File: config.mk
export PLATFORM = sky130hd
export DESIGN_NAME = mem_port_arbiter
export DESIGN_NICKNAME = d
export VERILOG_FILES = /design/src/rtl/loac_mem_pkg.sv /design/src/rtl/rr_arbiter2.sv /design/src/rtl/mem_port_arbiter.sv
export SDC_FILE = /design/constraint.sdc
export NUM_CORES = 1
export LEC_CHECK = 0
export CAP_MARGIN = 20
export CORE_UTILIZATION = 35
export CTS_CLUSTER_SIZE = 28
export DETAILED_ROUTE_END_ITERATION = 10
export PLACE_DENSITY = 0.74
export SYNTH_ARGS = -nofsm -noshare
export SYNTH_HDL_FRONTEND = slang
export SYNTH_SLANG_ARGS = --single-unit
File: constraint.sdc
create_clock -name clk_2 -period 1.3 [get_ports clk_2]
set_clock_uncertainty 0.15 [all_clocks]
set_input_delay 0.26 -clock clk_2 [delete_from_list [all_inputs] [get_ports clk_2]]
set_output_delay 0.26 -clock clk_2 [all_outputs]
set_load 0.1 [all_outputs]
File: src/rtl/loac_mem_pkg.sv
// Shared widths, access-sequence states and helpers for the register-memory port arbiter.
package loac_mem_pkg;

    localparam int ADDR_WIDTH = 2;
    localparam int DATA_WIDTH = 4;

    typedef enum logic [1:0] {
        IDLE   = 2'd0,
        ACCESS = 2'd1,
        DONE   = 2'd2
    } arb_state_t;

    typedef logic [ADDR_WIDTH-1:0] mem_addr_t;
    typedef logic [DATA_WIDTH-1:0] mem_data_t;

    // Index of the set bit in a two-requester one-hot vector.
    function automatic logic onehot2_idx(input logic [1:0] oh);
        return oh[1];
    endfunction

endpackage

File: src/rtl/rr_arbiter2.sv
// Two-way round-robin pick: a lone request wins outright, contention goes to the
// requester that was not served last.
module rr_arbiter2 (
    input  logic [1:0] req,
    input  logic       last,
    output logic [1:0] pick
);

    always_comb begin
        pick = 2'b00;
        case (req)
            2'b01:   pick = 2'b01;
            2'b10:   pick = 2'b10;
            2'b11:   pick = last ? 2'b01 : 2'b10;
            default: pick = 2'b00;
        endcase
    end

endmodule

File: src/rtl/mem_port_arbiter.sv
// Shares the single port of the small register memory between two requesters using a
// fixed IDLE -> ACCESS -> DONE sequence, one transaction in flight at a time.
module mem_port_arbiter
    import loac_mem_pkg::*;
#(
    parameter int ADDR_WIDTH = loac_mem_pkg::ADDR_WIDTH,
    parameter int DATA_WIDTH = loac_mem_pkg::DATA_WIDTH,
    parameter int CNT_WIDTH  = 8
) (
    input  logic                  clk_2,
    input  logic                  reset,
    input  logic [1:0]            req,
    input  logic [1:0]            we,
    input  logic [ADDR_WIDTH-1:0] addr0,
    input  logic [ADDR_WIDTH-1:0] addr1,
    input  logic [DATA_WIDTH-1:0] wdata0,
    input  logic [DATA_WIDTH-1:0] wdata1,
    input  logic [DATA_WIDTH-1:0] mem_rdata,
    output logic                  mem_wr_en,
    output logic [ADDR_WIDTH-1:0] mem_addr,
    output logic [DATA_WIDTH-1:0] mem_wdata,
    output logic [1:0]            gnt,
    output logic [1:0]            done,
    output logic [DATA_WIDTH-1:0] rdata,
    output logic                  busy,
    output logic [CNT_WIDTH-1:0]  txn_count
);

    arb_state_t            state;
    logic                  last;
    logic [1:0]            pick;
    logic                  sel_we;
    logic [ADDR_WIDTH-1:0] sel_addr;
    logic [DATA_WIDTH-1:0] sel_wdata;

    rr_arbiter2 u_rr (
        .req  (req),
        .last (last),
        .pick (pick)
    );

    // Port mux follows the registered grant, so everything reads zero while idle or in reset.
    always_comb begin
        sel_we    = 1'b0;
        sel_addr  = '0;
        sel_wdata = '0;
        if (gnt[0]) begin
            sel_we    = we[0];
            sel_addr  = addr0;
            sel_wdata = wdata0;
        end else if (gnt[1]) begin
            sel_we    = we[1];
            sel_addr  = addr1;
            sel_wdata = wdata1;
        end
    end

    assign mem_wr_en = (state == ACCESS) && sel_we;
    assign mem_addr  = sel_addr;
    assign mem_wdata = sel_wdata;
    assign busy      = (state != IDLE);

    always_ff @(posedge clk_2 or posedge reset) begin
        if (reset) begin
            state     <= IDLE;
            gnt       <= 2'b00;
            done      <= 2'b00;
            rdata     <= '0;
            txn_count <= '0;
            last      <= 1'b1;
        end else begin
            done <= 2'b00;
            case (state)
                IDLE: begin
                    if (|req) begin
                        gnt   <= pick;
                        last  <= onehot2_idx(pick);
                        state <= ACCESS;
                    end
                end
                ACCESS: begin
                    // A write echoes its own data; a read takes the contents before this edge.
                    rdata     <= sel_we ? sel_wdata : mem_rdata;
                    done      <= gnt;
                    txn_count <= txn_count + {{(CNT_WIDTH-1){1'b0}}, 1'b1};
                    state     <= DONE;
                end
                DONE: begin
                    gnt   <= 2'b00;
                    state <= IDLE;
                end
                default: begin
                    gnt   <= 2'b00;
                    state <= IDLE;
                end
            endcase
        end
    end

endmodule

-- Word-level counts from Yosys, hierarchy flattened
Index checks and enable logic that the tools add are counted.
Widths: inputs -> output; s select.
- bits in registers: 19
- input bits: 22
- word-level logic and storage cells: 33
- reduce and logical (&&, ||, !) cells: 6
- equality and inequality tests: 5
- bitwise gates (word level): 1
- multiplexer cells: 14
- add/subtract/negate cells: 1
- operator list (kind ; number):
    $mux 2 ; 6
    $mux 4 ; 3
    $add 8x1->8 const B ; 1
    $pmux 2 s2 ; 2
    $pmux 2 s3 ; 1
    $eq 2x1->1 const B ; 2
    $eq 2x2->1 const B ; 2
    $reduce_and 2->1 ; 2
    $logic_not 2->1 ; 1
    $mux 1 ; 2
    $ne 2x2->1 const B ; 1
    $reduce_bool 2->1 ; 1
    $reduce_or 2->1 ; 1
    $logic_and 1x1->1 ; 1
    $not 1->1 ; 1

-- Logic depth before layout (Yosys ltp)
Gate-level depths: netlist of run 1.
- depth in word-level cells: 4
- mapped depth: 4

-- Modules after synthesis
A second synthesis of run 1 with hierarchy kept.
- cell total of the unflattened synthesis: 89
- area total of the unflattened synthesis: 977.2 µm²
- modules (own cells, without submodules) (module ; instances ; sequential area each (µm²) ; cells each ; area an instance (µm²)):
    mem_port_arbiter ; 1 ; 476.7 ; 86 ; 958.4
    rr_arbiter2 ; 1 ; 0.0 ; 3 ; 18.8

-- Least setup slack after synthesis of run 1
Ideal clock, no wire load.
- kind: reg2out
- start: reg gnt[0]
- end: out mem_wr_en
- path slack: -1.851 ns
- arrival: 2.741 ns
- cell stages (with the launch flop): 3
- cells stage by stage: dfrtp_1 nand2_2 a21oi_1
- longest elaborated chain between the ends: 2
- RTL lines (item ; RTL line ; RTL):
    start: declaration ; mem_port_arbiter.sv:22 ; output logic [1:0] gnt,
    start signal: assignment ; mem_port_arbiter.sv:76 ; gnt <= pick;
    $mux 1 ; mem_port_arbiter.sv:47 ; if (gnt[0]) begin
    $logic_and 1x1->1 ; mem_port_arbiter.sv:58 ; assign mem_wr_en = (state == ACCESS) && sel_we;
    end: declaration ; mem_port_arbiter.sv:19 ; output logic mem_wr_en,
Every way passes these cells.

-- Final worst setup path of run 1
Ends and elaborated chain as after synthesis.

==> impl_metrics.xml, run 1 <==
<?xml version="1.0" encoding="UTF-8"?>
<metrics>
  <group name="final_layout">
    <metric name="design_area" unit="mm^2">0.002232</metric>
    <metric name="layout.cells.most_common" unit="">sky130_fd_sc_hd__buf_12</metric>
    <metric name="final_cells" unit="">203</metric>
    <metric name="most-common-layout-cells" unit="">sky130_fd_sc_hd__buf_12, sky130_fd_sc_hd__buf_4, sky130_fd_sc_hd__clkdlybuf4s50_1, sky130_fd_sc_hd__buf_6</metric>
    <metric name="finish.net_count" unit="">197</metric>
    <metric name="area.growth.synth_to_final" unit="%">139.5</metric>
    <metric name="drive_above_1_share" unit="%">62.43</metric>
    <metric name="final.fill_count" unit="">97</metric>
    <metric name="diodes" unit="">0</metric>
  </group>
  <group name="setup_path">
    <metric name="crit_fanout" unit="">3</metric>
    <metric name="critical_path_start_end_classification" unit="">flop to output port</metric>
    <metric name="critical_path.endpoint_type" unit="">output port</metric>
    <metric name="startpoint" unit="">gnt[0]</metric>
    <metric name="regToRegStartpoint" unit="">gnt[0]</metric>
    <metric name="ff2ff_path_depth" unit="">5</metric>
    <metric name="worstSetupEndpoint" unit="">mem_wr_en</metric>
    <metric name="critical_path.startpoint_type" unit="">flop</metric>
    <metric name="destination_of_the_worst_register_to_register_timing_path" unit="">rdata[2]</metric>
    <metric name="cp_data_required_time" unit="ps">890</metric>
    <metric name="crit_arrival" unit="ps">1600</metric>
    <metric name="rrSetupSlack" unit="ps">-520</metric>
  </group>
  <group name="global_routing">
    <metric name="maximum_number_of_pins_on_one_net_before_global_route_repair" unit="">12</metric>
    <metric name="gr-usage-all-layers" unit="%">27.11</metric>
    <metric name="vias_in_the_first_global_route" unit="">1028</metric>
    <metric name="antenna_found_initial" unit="">0</metric>
    <metric name="wire_length_of_the_first_global_routing_pass" unit="um">5188</metric>
    <metric name="globalRoute.totalOverflow" unit="">0</metric>
  </group>
  <group name="sta">
    <metric name="slew_headroom" unit="%">77.32</metric>
    <metric name="hold_viol_final" unit="">0</metric>
    <metric name="layout_worst_path_cycle_share" unit="%">154.8</metric>
    <metric name="finalWorstPathRequiredPeriod" unit="ps">2012</metric>
    <metric name="max_freq" unit="GHz">0.4970</metric>
    <metric name="slew_violations" unit="">0</metric>
    <metric name="post-route-worst-setup-slack" unit="ps">-712.1</metric>
    <metric name="finalSetupViolations" unit="">30</metric>
    <metric name="worst_pin_slew" unit="ps">339.4</metric>
    <metric name="final.setup.tns" unit="ps">-9004</metric>
    <metric name="hold_slack" unit="ps">390.1</metric>
    <metric name="grt_setup_unrepaired" unit="">yes</metric>
  </group>
  <group name="placement">
    <metric name="port-buffer-count" unit="">45</metric>
    <metric name="dp_hpwl" unit="um">2329</metric>
    <metric name="place_congestion" unit="">0.7325</metric>
    <metric name="placed_cells" unit="">179</metric>
    <metric name="placement.cell_area" unit="mm^2">0.001932</metric>
  </group>
  <group name="floorplanning">
    <metric name="top_level_ports" unit="">46</metric>
    <metric name="chipHeight" unit="um">53.61</metric>
    <metric name="std_cell_rows" unit="">18</metric>
    <metric name="floorplan.initialDensity" unit="%">37.29</metric>
    <metric name="core_area" unit="mm^2">0.002500</metric>
    <metric name="die_area" unit="mm^2">0.002874</metric>
    <metric name="dieWidth" unit="um">53.61</metric>
  </group>
  <group name="clock_tree">
    <metric name="cts_max_level" unit="">1</metric>
    <metric name="tritoncts_num_sinks" unit="">19</metric>
    <metric name="cts_buffer_depth" unit="">2</metric>
    <metric name="clk-insertion-delay-late" unit="ps">310</metric>
    <metric name="clock_tree.root_cell" unit="">sky130_fd_sc_hd__clkbuf_4</metric>
    <metric name="clk_transition_reported_paths" unit="ps">110</metric>
    <metric name="cts_made_buffers" unit="">3</metric>
    <metric name="cts_tree" unit="">done</metric>
  </group>
  <group name="route">
    <metric name="route.vias.total" unit="">1092</metric>
    <metric name="wl" unit="um">4078</metric>
    <metric name="drt.antenna.violating_nets" unit="">0</metric>
    <metric name="wl_per_cell" unit="um">20.09</metric>
    <metric name="firstDrtPassIters" unit="">8</metric>
    <metric name="detailed_router_s_first_iteration_violation_count" unit="">55</metric>
    <metric name="drc" unit="">0</metric>
    <metric name="detail_route.vias_per_cell" unit="">5.379</metric>
  </group>
  <group name="synth">
    <metric name="yosys_warnings" unit="">0</metric>
    <metric name="synth-simple-area-share" unit="%">17.72</metric>
    <metric name="post_synth_mux_area_share" unit="%">0</metric>
    <metric name="synth.yosys.seq_area_share" unit="%">51.14</metric>
    <metric name="synth_seq_cells" unit="">19</metric>
    <metric name="synthDistinctLibCells" unit="">28</metric>
    <metric name="synthesized_net_count" unit="">110</metric>
    <metric name="main_combinational_cell_family_by_area_after_synthesis" unit="">compound AO/OA/AOI/OAI gates</metric>
    <metric name="synth_compound_gate_area_share" unit="%">19.06</metric>
    <metric name="synth_area" unit="um^2">932.1</metric>
    <metric name="adder_cell_share_of_the_synthesized_area" unit="%">1.342</metric>
    <metric name="synth-xor-area-share" unit="%">6.577</metric>
    <metric name="postSynthAreaPerCell" unit="um^2">10.71</metric>
    <metric name="synthCells" unit="">87</metric>
  </group>
  <group name="min_path">
    <metric name="min-delay-path-class" unit="">flop to flop</metric>
  </group>
  <group name="outcome">
    <metric name="violations" unit="">negative setup slack</metric>
    <metric name="outcome" unit="">finished, violations left</metric>
  </group>
  <group name="flow_run">
    <metric name="maxCapViolations" unit="">0</metric>
  </group>
</metrics>
-- flip-flops by register name, indices dropped and copies added, names as in the netlist --
name	cells
last	1
rdata	4
gnt	2
txn_count	8
done	2
state	2
-- per-layer routing --
metal	track usage, %	up-vias	part of all wire, %
li1	-	493	-
met1	32.98	557	38
met2	45.83	35	56
met3	5.085	7	3.7
met4	13.16	0	2.0
met5	0	-	0
-- Yosys cell counts, drive strengths merged --
master  count  share of area [%]
a21oi       5                2.7
nand2      10                4.3
and3b       1                1.1
a22o        6                5.6
xnor2       6                5.6
a31oi       1               0.67
nand3b      1               0.81
and4        1               0.94
nor3b       4                3.2
o31ai       4                3.2
and2        2                1.3
a222oi      4                4.3
buf         3                1.9
dfrtp      18                 48
inv         5                2.3
a211o       1               0.94
nor2        1               0.40
nor2b       2                1.3
dfstp       1                2.8
o21ai       3                1.6
xor2        1               0.94
nand4       3                2.0
and3        2                1.3
nand2b      1               0.94
ha          1                1.3
-- worst max-delay path, stage by stage, from the launching register on --
cell and delay (ps):
sky130_fd_sc_hd__dfrtp_4 520, sky130_fd_sc_hd__buf_12 140, sky130_fd_sc_hd__nand3b_1 220, sky130_fd_sc_hd__a21oi_4 200, sky130_fd_sc_hd__buf_12 200
-- cells by family (layout without fill, tap and decap cells) --
kind of cell / Yosys count / in the layout
compound gates: 24 / 24
xor+xnor: 7 / 7
fa+ha+maj: 1 / 1
buf+inv: 8 / 94
flops: 19 / 19
simple gates: 28 / 28
-- through the flow --
step / utilization (%) / setup slack [ps]
CTS: 85.89 / -650.3
detailed placement: 77.28 / -640.4
global placement: 77.28 / -586.5
global route: 89.29 / -750.8
floorplan: - / -671.5
finish: 89.29 / -712.1
-- timing repair --
item / 4_1_cts / 5_1_grt
endpoints found under the setup margin: 29 / 51
hold endpoints to repair: 3 / 0
resized for setup: 12 / 17
pin swaps: 3 / 7
buffers inserted: 17 / 4
hold buffers: 1 / 0
-- cell type report --
type	instances	area (um^2)	share of cell area, %
sequential	19	515.5	23.09
clock buffer	4	26.28	1.177
timing repair buffer	85	1064	47.65
tap	30	37.54	1.682
inverter	5	27.53	1.233
multi-input combinational	60	561.8	25.17
-- how the worst min path moves through the flow --
stage / to / start / cells after the start / slack (ps)
floorplan: done[0] / reset / 1 / 60
global placement: gnt[0] / reset / 2 / 330
detailed placement: gnt[0] / reset / 2 / 330
CTS: rdata[0] / rdata[0] / 2 / 390
global route: rdata[2] / rdata[2] / 2 / 410
finish: rdata[0] / rdata[0] / 2 / 390
Power of run 1 is left out: the tool's default activity adds up to more than one toggle a clock period on the data nets, which glitch-free logic cannot reach.
==> inputs of run 2 (changes only) <==
--- a/config.mk
+++ b/config.mk
@@ -9,7 +9,7 @@
 export CORE_UTILIZATION = 35
 export CTS_CLUSTER_SIZE = 28
 export DETAILED_ROUTE_END_ITERATION = 10
-export PLACE_DENSITY = 0.74
+export PLACE_DENSITY = 0.82
 export SYNTH_ARGS = -nofsm -noshare
 export SYNTH_HDL_FRONTEND = slang
 export SYNTH_SLANG_ARGS = --single-unit
==> impl_metrics.xml, run 2 (same netlist as run 1, synthesis figures left out) <==
<?xml version="1.0" encoding="UTF-8"?>
<metrics>
  <group name="setup_path">
    <metric name="crit_path_max_incr_delay" unit="ps">510</metric>
    <metric name="critical_path_start_end_classification" unit="">flop to flop</metric>
    <metric name="crit_fanout" unit="">6</metric>
    <metric name="cp_data_required_time" unit="ps">1340</metric>
    <metric name="path_delay_family" unit="">compound AO/OA/AOI/OAI gates</metric>
    <metric name="critPathBufInv" unit="">3</metric>
    <metric name="critical_path.startpoint_type" unit="">flop</metric>
    <metric name="crit_path_cell_trace" unit="">buf_12 &gt; nand3b_1 &gt; buf_4 &gt; buf_6 &gt; a222oi_1 &gt; o31ai_1</metric>
    <metric name="crit_arrival" unit="ps">2080</metric>
    <metric name="critical_path.endpoint_type" unit="">flop</metric>
    <metric name="crit_slowest_cell" unit="">sky130_fd_sc_hd__dfrtp_4</metric>
  </group>
  <group name="sta">
    <metric name="grt_setup_unrepaired" unit="">yes</metric>
    <metric name="finalWorstPathRequiredPeriod" unit="ps">2041</metric>
    <metric name="max_freq" unit="GHz">0.4899</metric>
    <metric name="layout_worst_path_cycle_share" unit="%">157.0</metric>
    <metric name="slew_headroom" unit="%">70.05</metric>
    <metric name="finalSetupViolations" unit="">36</metric>
    <metric name="hold_viol_final" unit="">0</metric>
    <metric name="worst_pin_slew" unit="ps">449.3</metric>
    <metric name="post-route-worst-setup-slack" unit="ps">-741.2</metric>
    <metric name="slew_violations" unit="">0</metric>
  </group>
  <group name="clock_tree">
    <metric name="clk_transition_reported_paths" unit="ps">130</metric>
    <metric name="clock_tree.root_cell" unit="">sky130_fd_sc_hd__clkbuf_4</metric>
    <metric name="cts_tree" unit="">done</metric>
    <metric name="tritoncts_num_sinks" unit="">19</metric>
    <metric name="cts_made_buffers" unit="">3</metric>
    <metric name="cts_max_level" unit="">1</metric>
    <metric name="clk-insertion-delay-late" unit="ps">330</metric>
    <metric name="cts_buffer_depth" unit="">2</metric>
  </group>
  <group name="final_layout">
    <metric name="final.fill_count" unit="">83</metric>
    <metric name="diodes" unit="">0</metric>
    <metric name="area_taken_by_multi_input_logic_gates" unit="um^2">554.3</metric>
    <metric name="most-common-layout-cells" unit="">sky130_fd_sc_hd__buf_12, sky130_fd_sc_hd__buf_4, sky130_fd_sc_hd__clkdlybuf4s50_1, sky130_fd_sc_hd__buf_6, sky130_fd_sc_hd__dfrtp_4</metric>
    <metric name="finish.net_count" unit="">196</metric>
    <metric name="drive_above_1_share" unit="%">61.05</metric>
    <metric name="largest_registers" unit="">txn_count (8), rdata (4)</metric>
    <metric name="footprint_of_the_flip_flops_and_latches" unit="um^2">515.5</metric>
    <metric name="postLayoutCoreUtil" unit="%">89.19</metric>
    <metric name="area.growth.synth_to_final" unit="%">139.2</metric>
    <metric name="largest_reg_flops" unit="">8</metric>
    <metric name="largest_register" unit="">txn_count</metric>
    <metric name="layout.cells.most_common" unit="">sky130_fd_sc_hd__buf_12</metric>
  </group>
  <group name="placement">
    <metric name="port-buffer-count" unit="">45</metric>
    <metric name="pre_cts_ws" unit="ps">-688.2</metric>
    <metric name="place_congestion" unit="">0.7692</metric>
    <metric name="dp_hpwl" unit="um">2530</metric>
  </group>
  <group name="global_routing">
    <metric name="vias_in_the_first_global_route" unit="">1081</metric>
    <metric name="globalRoute.totalOverflow" unit="">0</metric>
    <metric name="wire_length_of_the_first_global_routing_pass" unit="um">5658</metric>
    <metric name="gr-usage-all-layers" unit="%">29.19</metric>
    <metric name="antenna_found_initial" unit="">0</metric>
    <metric name="maximum_number_of_pins_on_one_net_before_global_route_repair" unit="">20</metric>
  </group>
  <group name="min_path">
    <metric name="min-delay-path-class" unit="">input port to async pin</metric>
  </group>
  <group name="outcome">
    <metric name="violations" unit="">negative setup slack</metric>
    <metric name="outcome" unit="">finished, violations left</metric>
  </group>
  <group name="floorplanning">
    <metric name="top_level_ports" unit="">46</metric>
    <metric name="chipHeight" unit="um">53.61</metric>
    <metric name="core_area" unit="mm^2">0.002500</metric>
    <metric name="std_cell_rows" unit="">18</metric>
    <metric name="die_area" unit="mm^2">0.002874</metric>
    <metric name="dieWidth" unit="um">53.61</metric>
    <metric name="floorplan.initialDensity" unit="%">37.29</metric>
  </group>
  <group name="route">
    <metric name="drc" unit="">0</metric>
    <metric name="detailed_router_s_first_iteration_violation_count" unit="">54</metric>
    <metric name="route.vias.total" unit="">1178</metric>
    <metric name="wl" unit="um">4786</metric>
    <metric name="detail_route.vias_per_cell" unit="">5.832</metric>
    <metric name="wl_per_cell" unit="um">23.69</metric>
    <metric name="firstDrtPassIters" unit="">6</metric>
    <metric name="drt.antenna.violating_nets" unit="">0</metric>
  </group>
  <group name="flow_run">
    <metric name="maxCapViolations" unit="">0</metric>
  </group>
</metrics>
## run 2: final timing paths
path / slack (ps) / cells after the start / start / end
max reg2reg: -740 / 6 / gnt[0] / rdata[0]
min reg2reg: 400 / 2 / rdata[1] / rdata[1]
min in group clk_2: 400 / 2 / rdata[1] / rdata[1]
max: -740 / 6 / gnt[0] / rdata[0]
max in group asynchronous: 700 / 3 / reset / last
min: 90 / 3 / reset / state[1]
## run 2: timing repair
item                                   CTS  global route
setup buffers                           13             7
pin swaps                                7             8
setup endpoints to repair               29            34
endpoints found under the hold margin    0             0
resized for setup                       16            12
hold buffers                             0             0
## run 2: metal layers
metal	vias to the layer above	global-route usage (%)	part of all wire (%)
met5	-	0	0
met4	0	10.53	2.0
met3	16	4.237	4.6
met2	65	51.46	54
met1	598	35.94	40
li1	499	-	-
## run 2: area by class of cell
cell class	count	area share (%)
clock buffers	4	1.178
multi-input cells	60	24.86
well taps	30	1.684
repair buffers	84	47.81
inverters	5	1.347
flip-flops and latches	19	23.12
## run 2: worst min-delay path, stage by stage
cell and delay, ps:
sky130_fd_sc_hd__clkdlybuf4s50_1 400, sky130_fd_sc_hd__inv_1 90, sky130_fd_sc_hd__buf_12 170
## run 2: stage by stage
stage / cell area, um^2 / instances / hold WS, ps / TNS (ps)
4_1_cts: 2125 / 195 / 108.7 / -8876
3_5_place_dp: 1937 / 178 / 366.4 / -7548
2_1_floorplan: 1071 / 87 / 60.07 / -5174
3_3_place_gp: 1937 / 178 / 337.0 / -6173
6_report: 2230 / 202 / 85.39 / -10530
5_1_grt: 2230 / 202 / 118.9 / -11130
Power of run 2 is left out for the same reason.
